## src/rtl/fixdiv8_seq.sv

```systemverilog
// Sequential restoring divider for Q0.WIDTH fractions: res = floor((op1 << WIDTH) / op2), one bit per clock.
// Optional macro FIXDIV8_ROUND_EN adds a guard iteration and round-half-up on the result.
module fixdiv8_seq #(
  parameter int WIDTH = 8
) (
  input  logic             clk,
  input  logic             rst,
  input  logic             start,
  input  logic [WIDTH-1:0] op1,
  input  logic [WIDTH-1:0] op2,
  output logic             busy,
  output logic             done,
  output logic [WIDTH-1:0] res,
  output logic             ovf
);

`ifdef FIXDIV8_ROUND_EN
  localparam int ITER_N = WIDTH + 1;
`else
  localparam int ITER_N = WIDTH;
`endif
  localparam int QW    = ITER_N;
  localparam int CNT_W = $clog2(ITER_N + 1);

  typedef enum logic [1:0] {
    ST_IDLE = 2'd0,
    ST_RUN  = 2'd1,
    ST_DONE = 2'd2
  } state_t;

  state_t           state_r, state_s;
  logic [WIDTH:0]   rem_r, rem_s;
  logic [WIDTH-1:0] div_r, div_s;
  logic [CNT_W-1:0] cnt_r, cnt_s;
  logic [QW-1:0]    quot_r, quot_s;
  logic [WIDTH-1:0] res_r, res_s;
  logic             ovf_r, ovf_s;
  logic             busy_r, done_r;

  logic [WIDTH:0]   rem_sh_s;
  logic             ge_s;
  logic [QW-1:0]    quot_sh_s;
  logic [WIDTH-1:0] fin_res_s;
  logic             fin_ovf_s;

  // The remainder stays below the divisor, so shifting the WIDTH+1 register never loses a set bit.
  assign rem_sh_s  = rem_r << 1'b1;
  assign ge_s      = (rem_sh_s >= {1'b0, div_r});
  assign quot_sh_s = {quot_r[QW-2:0], ge_s};

`ifdef FIXDIV8_ROUND_EN
  logic [WIDTH:0] half_s;
  // (q + guard) >> 1 rewritten as (q >> 1) + guard to keep every bit of the sum used.
  assign half_s    = {1'b0, quot_sh_s[QW-1:1]} + {{WIDTH{1'b0}}, quot_sh_s[0]};
  assign fin_res_s = half_s[WIDTH] ? {WIDTH{1'b1}} : half_s[WIDTH-1:0];
  assign fin_ovf_s = half_s[WIDTH];
`else
  assign fin_res_s = quot_sh_s;
  assign fin_ovf_s = 1'b0;
`endif

  // Next-state and datapath update for the divider FSM.
  always_comb begin
    state_s = state_r;
    rem_s   = rem_r;
    div_s   = div_r;
    cnt_s   = cnt_r;
    quot_s  = quot_r;
    res_s   = res_r;
    ovf_s   = ovf_r;
    case (state_r)
      ST_IDLE: begin
        if (start) begin
          if (op2 > op1) begin
            state_s = ST_RUN;
            rem_s   = {1'b0, op1};
            div_s   = op2;
            cnt_s   = {CNT_W{1'b0}};
            quot_s  = {QW{1'b0}};
          end else begin
            state_s = ST_DONE;
            res_s   = {WIDTH{1'b1}};
            ovf_s   = 1'b1;
          end
        end else begin
          state_s = ST_IDLE;
        end
      end
      ST_RUN: begin
        if (ge_s) begin
          rem_s = rem_sh_s - {1'b0, div_r};
        end else begin
          rem_s = rem_sh_s;
        end
        quot_s = quot_sh_s;
        cnt_s  = cnt_r + CNT_W'(1);
        if (cnt_r == CNT_W'(ITER_N - 1)) begin
          state_s = ST_DONE;
          res_s   = fin_res_s;
          ovf_s   = fin_ovf_s;
        end else begin
          state_s = ST_RUN;
        end
      end
      ST_DONE: begin
        state_s = ST_IDLE;
      end
      default: begin
        state_s = ST_IDLE;
      end
    endcase
  end

  // State, datapath and registered outputs.
  always_ff @(posedge clk or negedge rst) begin
    if (!rst) begin
      state_r <= ST_IDLE;
      rem_r   <= {(WIDTH+1){1'b0}};
      div_r   <= {WIDTH{1'b0}};
      cnt_r   <= {CNT_W{1'b0}};
      quot_r  <= {QW{1'b0}};
      res_r   <= {WIDTH{1'b0}};
      ovf_r   <= 1'b0;
      busy_r  <= 1'b0;
      done_r  <= 1'b0;
    end else begin
      state_r <= state_s;
      rem_r   <= rem_s;
      div_r   <= div_s;
      cnt_r   <= cnt_s;
      quot_r  <= quot_s;
      res_r   <= res_s;
      ovf_r   <= ovf_s;
      busy_r  <= (state_s == ST_RUN);
      done_r  <= (state_s == ST_DONE);
    end
  end

  assign busy = busy_r;
  assign done = done_r;
  assign res  = res_r;
  assign ovf  = ovf_r;

endmodule
```

## config.mk

```make
export PLATFORM = sky130hd
export DESIGN_NAME = fixdiv8_seq
export DESIGN_NICKNAME = d
export VERILOG_FILES = /design/src/rtl/fixdiv8_seq.sv
export SDC_FILE = /design/constraint.sdc
export NUM_CORES = 1
export LEC_CHECK = 0
export ABC_CLOCK_PERIOD_IN_PS = 2200
export BUFFER_PORTS_ARGS = -buffer_cell sky130_fd_sc_hd__buf_2
export CORE_UTILIZATION = 35
export DETAILED_ROUTE_END_ITERATION = 7
export GPL_TIMING_DRIVEN = 0
export HOLD_SLACK_MARGIN = 0.02
export SLEW_MARGIN = 25
export SYNTH_ARGS = -nofsm -noshare
export SYNTH_HDL_FRONTEND = slang
export SYNTH_SLANG_ARGS = --single-unit
```

## constraint.sdc

```tcl
create_clock -name clk -period 2.2 [get_ports clk]
set_input_delay 0.44 -clock clk [delete_from_list [all_inputs] [get_ports clk]]
set_output_delay 0.44 -clock clk [all_outputs]
set_load 0.01 [all_outputs]
```

==> impl_metrics.json, run 1 <==
{
  "synth_area_sq_mm": 0.00224,
  "min_period_ns": 2.21,
  "yosysWarnings": 0,
  "pwr-share-comb_pct": 55.2,
  "clk_path_buf_depth": 2,
  "drive_gt1_share_pct": 21.7,
  "avgRoutedWirePerCell_um": 14.1,
  "design_area_sq_mm": 0.00273,
  "start_util_pct": 37.0,
  "firstDrtPassIters": 4,
  "regToRegStartpoint": "div_r[6]$_DFFE_PN0P_",
  "root_buffer": "clkbuf_8",
  "ant_nets": 0,
  "rows": 28,
  "htree_num_levels": 2,
  "finalMaxSlewViolations": 0,
  "synth-edff-count": 0,
  "synthMostInstantiatedCell": "dfrtp_1",
  "fp.dieH_um": 82.0,
  "r2r_setup_slack_ns": -0.01,
  "synthMuxAreaShare_pct": 9.60,
  "num_vias": 1791,
  "fmax_ghz": 0.452,
  "yosys.area_share.xor_xnor_pct": 1.95,
  "yosys.area.top_type": "dfrtp_1",
  "ys_ff_latch": 40,
  "cp-start-kind": "flip-flop",
  "synthAdderAreaFrac_pct": 10.4,
  "cts_tree": "yes",
  "grt_pass1_wl_um": 8340,
  "hpwlAfterDp_um": 3530,
  "final_cells": 351,
  "synth_top_family_by_area": "compound AO/OA/AOI/OAI gates",
  "final_core_util_pct": 45.0,
  "clkTransAtPathRegs_ns": 0.08,
  "dieWidth_um": 82.0,
  "leakage_nw": 1.27,
  "yosysTopAreaCellShare_pct": 44.7,
  "yosys.area_share.simple_pct": 12.3,
  "vdd_drop_max_mv": 0.532,
  "setup_viol": 4,
  "worst_slew_pin_slew_ns": 0.913,
  "synth_cell_types": 37,
  "synthTopCellsByArea": "dfrtp_1 45%, ha_1 9.5%, mux2i_1 8.9%, nand2_1 5.9%, o21ai_0 4.7%",
  "relSlewSlack_pct": 39.2,
  "io_buffers": 29,
  "pre_cts_slack_ns": -0.375,
  "antennaDiodeCount": 0,
  "grt_pass1_vias": 1824,
  "drv_cap": 0,
  "p_per_area_mw_per_mm2": 1540,
  "outcome": "complete, but fails checks",
  "grt_max_degree": 41,
  "finalCritPeriodShare_pct": 101,
  "worstReg2RegEnd": "rem_r[3]$_DFFE_PN0P_",
  "dp.cells": 333,
  "skew_ns": 0.00684,
  "synth_nets": 266,
  "synth_commonest_cells": "40 x dfrtp_1, 35 x nand2_1, 22 x inv_1",
  "crit_fanout": 5,
  "timing.final.ws_setup_ns": -0.0116,
  "cp-end-kind": "flip-flop",
  "dpl_cell_area_sq_mm": 0.00249,
  "switching_power_mw": 1.68,
  "nets": 312,
  "cp_data_arrival_time_ns": 2.37,
  "p_int_mw": 2.51,
  "first_iter_violations": 76,
  "coreArea_sq_mm": 0.00606,
  "syn_inst": 229,
  "synth_compound_area_share_pct": 16.0,
  "worstSkewPairLatency_ns": 0.30,
  "cts.sinks": 40,
  "gr-total-overflow": 0,
  "postSynthAreaPerCell_sq_um": 9.79,
  "rsz0062_at_grt": "true",
  "gp_congestion": 0.762,
  "violations": "negative setup slack",
  "drt_wl_total_um": 4960,
  "antenna_found_initial": 0,
  "viasPerCell": 5.10,
  "dieArea_sq_mm": 0.00673,
  "seq_area_frac_synth_pct": 44.7,
  "grt_usage_pct": 16.5,
  "pwr-share-seq_pct": 29.8,
  "rr_worst_depth": 9,
  "ys.flop_type": "dfrtp_1",
  "drcViolationCount": 0,
  "swShare_pct": 40.2,
  "async_flop_share_pct": 100,
  "num_io_pins": 30,
  "p_clk_share_pct": 15.0,
  "area_growth_syn_to_layout_pct": 21.8,
  "required_ns": 2.36,
  "setup.worst_path.class": "flip-flop to flip-flop",
  "numCtsBuffers": 5,
  "final_hold_viol_count": 0,
  "hold_path_class": "input port to async pin"
}
[state kept, by name, indices dropped and copies added (netlist names)]
register and flops:
state_r 2, ovf 1, quot_r 7, div_r 8, busy 1, cnt_r 4
done 1, res 8, rem_r 8
[worst max-delay path, stage by stage, from the launching register on]
cell and delay (ns):
dfrtp_1 0.39, inv_2 0.08, ha_4 0.20, a21o_1 0.19, a211o_1 0.26, a31o_1 0.23
a31oi_4 0.28, buf_6 0.17, mux2i_1 0.18, mux2i_1 0.09
[placed cells by master, fill, tap and decap left out, types with 3 or more instances in the layout]
cell type  netlist  routed
a21oi_1          7       7
mux2i_1         20      20
clkbuf_8         0       5
clkbuf_1         6       4
o21a_1           3       3
buf_2            2      29
nand2_1         35      34
dfrtp_1         40      40
inv_1           22      21
xor2_1           3       3
nor2b_1          5       5
o22a_1           7       7
buf_4            0      10
o21ai_0         21      20
ha_1            17      15
nor2_1           9       9
[repair_timing]
| action | in CTS | in global routing |
|---|---|---|
| cloned | 0 | 0 |
| setup endpoints to repair | 17 | 31 |
| gates resized for setup | 5 | 10 |
| hold buffers | 0 | 0 |
| pin swaps | 4 | 3 |
| buffers inserted | 7 | 3 |
[layout make-up]
cell class	instances	area, sq um
repair buffers	39	228
clock buffers	5	68.8
inverters	22	82.6
clock inverters	3	46.3
well taps	75	93.8
fillers	608	3330
flip-flops and latches	40	1000
multi-input cells	159	1170
plain buffers	8	40.0
[per-layer routing]
metal  track usage, %  vias up  routed length, um
met5                0        -                  0
met4             7.19        0                107
met3             2.67        9                122
met2             27.8       28               2410
met1             20.7      871               2320
li1                 -      883                  -
[per-stage QoR]
| step | total power, mW | TNS, ns | hold WS [ns] |
|---|---|---|---|
| CTS | 4.12 | 0 | 0.308 |
| global placement | 3.27 | -7.72 | 0.465 |
| floorplan | 2.84 | 0 | 0.144 |
| global route | 4.57 | -0.746 | 0.331 |
| detailed placement | 3.33 | -8.81 | 0.472 |
| finish | 4.19 | -0.0361 | 0.266 |
[how the worst max path moves through the flow]
stage | from | end | slack, ns | cells after the start
CTS | div_r[6]$_DFFE_PN0P_ | rem_r[3]$_DFFE_PN0P_ | 0.0006 | 9
global placement | op1[7] | busy$_DFF_PN0_ | -0.36 | 10
global route | div_r[6]$_DFFE_PN0P_ | rem_r[6]$_DFFE_PN0P_ | -0.13 | 9
finish | div_r[6]$_DFFE_PN0P_ | rem_r[3]$_DFFE_PN0P_ | -0.01 | 9
floorplan | rem_r[5]$_DFFE_PN0P_ | rem_r[1]$_DFFE_PN0P_ | 0.04 | 7
detailed placement | op1[7] | busy$_DFF_PN0_ | -0.37 | 10
[logic make-up (layout without fill, tap and decap cells)]
group | after synthesis | in the layout
AND/OR/NAND/NOR | 62 | 62
AO/OA/AOI/OAI | 53 | 53
flip-flops | 40 | 40
buffers and inverters | 30 | 77
multiplexers | 21 | 21
adder cells (fa/ha/maj) | 18 | 18
XOR/XNOR | 5 | 5
[power by group through the flow]
| stage | combinational (mW) | sequential [mW] | clock [mW] |
|---|---|---|---|
| detailed placement | 2.06 | 1.26 | 0 |
| floorplan | 1.59 | 1.25 | 0 |
| CTS | 2.23 | 1.25 | 0.643 |
| global placement | 2.02 | 1.26 | 0 |
| finish | 2.31 | 1.25 | 0.626 |
| global route | 2.61 | 1.29 | 0.670 |
No activity file was read; power rests on OpenSTA's default activity.
==> run 2: changes to the inputs <==
- REMOVE_ABC_BUFFERS: default -> 1
==> run 2 against run 1 <==
The flow still finishes with violations (negative setup slack). Worst hold slack got worse by 0.15 ns. Setup slack got worse by 0.013 ns. Sequential cell count did not move. Combinational power rose by 2%. Clock-buffer cell count did not move. Sequential power barely moved. Non-clock buffer count fell by 6. Critical path type unchanged.
==> impl_metrics.json, run 2 (synthesized netlist as in run 1, its figures left out) <==
{
  "vdd_drop_max_mv": 0.853,
  "gp_congestion": 0.733,
  "skew_ns": 0.00206,
  "first_iter_violations": 77,
  "num_io_pins": 30,
  "antennaDiodeCount": 0,
  "maxUsedRoutingLayer": "met4",
  "htree_num_levels": 2,
  "final_cells": 345,
  "final_common_cell": "dfrtp_1",
  "io_buffers": 29,
  "drv_cap": 0,
  "drive_gt1_share_pct": 22.6,
  "cp-end-kind": "flip-flop",
  "cp_data_arrival_time_ns": 2.37,
  "final.setup.tns_ns": -0.0347,
  "grt_pass1_wl_um": 7920,
  "dp.cells": 325,
  "grt_pass1_vias": 1737,
  "worstReg2RegEnd": "rem_r[5]$_DFFE_PN0P_",
  "antenna_found_initial": 0,
  "worst_slew_pin_slew_ns": 0.979,
  "cts_tree": "yes",
  "leakage_nw": 1.26,
  "pre_cts_slack_ns": -0.352,
  "nets": 306,
  "timing.final.ws_setup_ns": -0.0243,
  "setup.worst_path.class": "flip-flop to flip-flop",
  "regToRegStartpoint": "div_r[6]$_DFFE_PN0P_",
  "hpwlAfterDp_um": 3140,
  "cts_hold_buf": 0,
  "hold_path_class": "input port to async pin",
  "coreArea_sq_mm": 0.00606,
  "avgRoutedWirePerCell_um": 13.3,
  "min_period_ns": 2.22,
  "cts.sinks": 40,
  "gr-total-overflow": 0,
  "grt_max_degree": 41,
  "nFillCells": 600,
  "cp-startpoint": "div_r[6]$_DFFE_PN0P_",
  "area_growth_syn_to_layout_pct": 21.4,
  "setup_viol": 4,
  "drt_wl_total_um": 4590,
  "finalMaxSlewViolations": 0,
  "dieArea_sq_mm": 0.00673,
  "outcome": "complete, but fails checks",
  "clk_path_buf_depth": 2,
  "fp.dieH_um": 82.0,
  "cp-start-kind": "flip-flop",
  "start_util_pct": 37.0,
  "layout_common_cells": "40 x dfrtp_1, 34 x nand2_1, 28 x buf_2, 21 x inv_1, 20 x o21ai_0",
  "rsz0062_at_grt": "true",
  "dieWidth_um": 82.0,
  "grt_usage_pct": 15.6,
  "crit_fanout": 5,
  "final_hold_viol_count": 0,
  "worstSkewPairLatency_ns": 0.29,
  "drcViolationCount": 0,
  "rows": 28,
  "multi_input_area_sq_mm": 0.00118,
  "seq_area_sq_mm": 0.00100,
  "num_vias": 1736,
  "fmax_ghz": 0.450,
  "wl_met2_um": 2140,
  "viasPerCell": 5.03,
  "finalCritPeriodShare_pct": 101,
  "numCtsBuffers": 5,
  "required_ns": 2.34,
  "ant_nets": 0,
  "drt-met1-wl_um": 2280,
  "r2r_setup_slack_ns": -0.02,
  "clkTransAtPathRegs_ns": 0.08,
  "violations": "negative setup slack",
  "p_per_area_mw_per_mm2": 1560,
  "firstDrtPassIters": 4,
  "rr_worst_depth": 9,
  "relSlewSlack_pct": 34.7,
  "met3WireLength_um": 122,
  "root_buffer": "clkbuf_8"
}
-- run 2: worst max path at each step --
| stage | endpoint | cells after the start |
|---|---|---|
| floorplan | rem_r[0]$_DFFE_PN0P_ | 8 |
| global placement | rem_r[0]$_DFFE_PN0P_ | 8 |
| detailed placement | rem_r[0]$_DFFE_PN0P_ | 9 |
| CTS | rem_r[6]$_DFFE_PN0P_ | 9 |
| global route | rem_r[4]$_DFFE_PN0P_ | 9 |
| finish | rem_r[5]$_DFFE_PN0P_ | 9 |
-- run 2: area by class of cell --
cell class	count	area share [%]
tap	75	3.45
sequential	40	36.8
timing repair buffer	41	9.02
inverter	22	3.04
multi-input combinational	159	43.4
clock buffer	5	2.53
clock inverter	3	1.75
-- run 2: repair_timing --
| item | 4_1_cts | 5_1_grt |
|---|---|---|
| endpoints found under the setup margin | 18 | 17 |
| pin swaps | 4 | 5 |
| endpoints found under the hold margin | 0 | 0 |
| setup buffers | 7 | 5 |
| gates resized for setup | 6 | 7 |
-- run 2: critical path, cell delays in order (launching register included) --
cell and delay [ns]:
dfrtp_1 0.38, inv_2 0.08, ha_4 0.20, a21o_1 0.18
a211o_1 0.31, a31o_1 0.23, a31oi_4 0.25, buf_6 0.17
mux2i_2 0.20, mux2i_1 0.09
-- run 2: metal layers --
layer,vias up,track usage (%)
li1,869,-
met4,0,4.21
met5,-,0
met2,30,26.2
met1,830,20.0
met3,7,3.33
-- run 2: power by group --
group | switching (mW) | leakage (nW) | internal [mW] | total [mW]
Clock | 0.281 | 0.0583 | 0.342 | 0.623
Combinational | 1.17 | 0.740 | 1.18 | 2.36
Sequential | 0.206 | 0.466 | 1.05 | 1.25
-- run 2: stage by stage --
step           hold WS, ns  cell area, sq um  util, %  power [mW]
6_report             0.115              2720     44.9        4.24
5_1_grt              0.152              2720     44.9        4.65
4_1_cts              0.303              2650     43.7        4.08
3_5_place_dp         0.472              2450     40.4        3.25
3_3_place_gp         0.466              2450     40.4        3.20
2_1_floorplan        0.144              2210        -        2.79
==> run 3: changes to the inputs <==
- CORE_MARGIN: default -> 2
- CORE_UTILIZATION: 35 -> 50
- PLACE_DENSITY: default -> 0.73
==> run 3 against run 2 <==
The run still ends with negative setup slack left. Total power decreased by 3.0%. Fmax increased by 0.87%. Core utilization increased by 16 points. Via count decreased by 0.46%. Die area decreased by 25%. Setup slack improved by 0.019 ns. Largest cell class unchanged. Largest power group unchanged. Highest routed layer unchanged.
==> impl_metrics.json, run 3 (synthesized netlist as in run 1, its figures left out) <==
{
  "worstSkewPairLatency_ns": 0.30,
  "crit_fanout": 6,
  "cts_tree": "yes",
  "viasPerCell": 5.50,
  "coreArea_sq_mm": 0.00432,
  "drcViolationCount": 0,
  "skew_ns": 0.00401,
  "clk_path_buf_depth": 2,
  "cp-start-kind": "flip-flop",
  "cts.sinks": 40,
  "start_util_pct": 51.8,
  "outcome": "complete, but fails checks",
  "grt_usage_pct": 18.8,
  "final_common_cell": "dfrtp_1",
  "setup.worst_path.class": "flip-flop to flip-flop",
  "rr_worst_depth": 9,
  "worstReg2RegEnd": "rem_r[1]$_DFFE_PN0P_",
  "worst-path-buf-inv": 2,
  "final_hold_viol_count": 0,
  "gp_congestion": 0.824,
  "avgRoutedWirePerCell_um": 13.8,
  "clkTransAtPathRegs_ns": 0.08,
  "min_period_ns": 2.21,
  "ant_nets": 0,
  "met2_usage_pct": 28.1,
  "rows": 24,
  "dieArea_sq_mm": 0.00503,
  "timing.final.ws_setup_ns": -0.00500,
  "area_growth_syn_to_layout_pct": 17.6,
  "grt_pass1_wl_um": 7380,
  "layout_common_cells": "40 x dfrtp_1, 34 x nand2_1, 29 x buf_2, 21 x inv_1, 20 x o21ai_0",
  "regToRegStartpoint": "div_r[6]$_DFFE_PN0P_",
  "cp-startpoint": "div_r[6]$_DFFE_PN0P_",
  "finalMaxSlewViolations": 0,
  "slowest_delay_ns": 0.38,
  "fmax_ghz": 0.454,
  "cp-end-kind": "flip-flop",
  "nets": 298,
  "first_iter_violations": 106,
  "required_ns": 2.42,
  "drive_gt1_share_pct": 20.6,
  "p_per_area_mw_per_mm2": 1560,
  "dieWidth_um": 70.9,
  "final_cells": 314,
  "leakage_nw": 1.21,
  "gr-total-overflow": 0,
  "grt_use_met1_pct": 24.7,
  "drt_wl_total_um": 4330,
  "violations": "negative setup slack",
  "cts_hold_buf": 0,
  "pre_cts_slack_ns": -0.323,
  "grt_pass1_vias": 1629,
  "numCtsBuffers": 5,
  "drv_cap": 0,
  "dp.cells": 302,
  "gr-max-usage-layer": "met2",
  "critPathTopFamily": "compound AO/OA/AOI/OAI gates",
  "firstDrtPassIters": 4,
  "finalPower_mw": 4.11,
  "grt_max_degree": 41,
  "hold_ws_ns": 0.261,
  "antenna_found_initial": 0,
  "setup_viol": 1,
  "crit_chain": "inv_2 -> ha_4 -> a21o_1 -> a211o_1 -> a31o_1 -> a31oi_4 -> buf_12 -> mux2_4 -> mux2i_1",
  "num_io_pins": 30,
  "fp.dieH_um": 70.9,
  "rsz0062_at_grt": "true",
  "num_vias": 1728,
  "r2r_setup_slack_ns": -0.005,
  "worst_slew_pin_slew_ns": 0.887,
  "finalCritPeriodShare_pct": 100,
  "hold_path_class": "input port to async pin",
  "htree_num_levels": 2,
  "crit_path_top_delay_cell": "dfrtp_1",
  "final.setup.tns_ns": -0.00500,
  "vdd_drop_max_mv": 0.953,
  "root_buffer": "clkbuf_8",
  "hpwlAfterDp_um": 2940,
  "relSlewSlack_pct": 40.9,
  "io_buffers": 29,
  "cp_data_arrival_time_ns": 2.43,
  "grt_use_met3_pct": 6.13,
  "antennaDiodeCount": 0
}
[run 3: cell type report]
type	count	area, sq um
fill	380	1690
multi-input combinational	159	1190
sequential	40	1000
timing repair buffer	33	188
inverter	22	82.6
clock buffer	5	68.8
tap	52	65.1
clock inverter	3	42.5
[run 3: where the power goes]
group	total (mW)	leakage, nW	internal (mW)	switching [mW]
sequential	1.26	0.466	1.05	0.215
combinational	2.24	0.694	1.10	1.14
clock	0.603	0.0541	0.336	0.267
[run 3: what timing repair did]
item | in CTS | in global routing
pin swaps | 3 | 0
buffers inserted | 3 | 1
gates resized for setup | 5 | 6
setup endpoints to repair | 17 | 13
[run 3: stage by stage]
stage | util [%] | instance area [sq um]
final | 60.9 | 2640
after floorplan | - | 2210
after global placement | 55.9 | 2420
after global routing | 60.9 | 2640
after detailed placement | 56.0 | 2420
after CTS | 59.8 | 2580
[run 3: worst reg2reg max path: stages (launching register included)]
cell,delay [ns]
dfrtp_1,0.38
inv_2,0.07
ha_4,0.21
a21o_1,0.18
a211o_1,0.27
a31o_1,0.23
a31oi_4,0.20
buf_12,0.16
mux2_4,0.29
mux2i_1,0.14
[run 3: metal layers]
layer | wire length, um | up-vias
li1 | - | 856
met1 | 2020 | 814
met2 | 2010 | 42
met3 | 177 | 16
met4 | 127 | 0
met5 | 0 | -
[run 3: worst max-delay path by stage]
| stage | slack (ns) | end | cells after the start |
|---|---|---|---|
| 2_1_floorplan | -0.17 | rem_r[0]$_DFFE_PN0P_ | 8 |
| 3_3_place_gp | -0.69 | rem_r[0]$_DFFE_PN0P_ | 9 |
| 3_5_place_dp | -0.32 | rem_r[0]$_DFFE_PN0P_ | 9 |
| 4_1_cts | 0.002 | rem_r[1]$_DFFE_PN0P_ | 8 |
| 5_1_grt | -0.08 | rem_r[1]$_DFFE_PN0P_ | 9 |
| 6_report | -0.005 | rem_r[1]$_DFFE_PN0P_ | 9 |
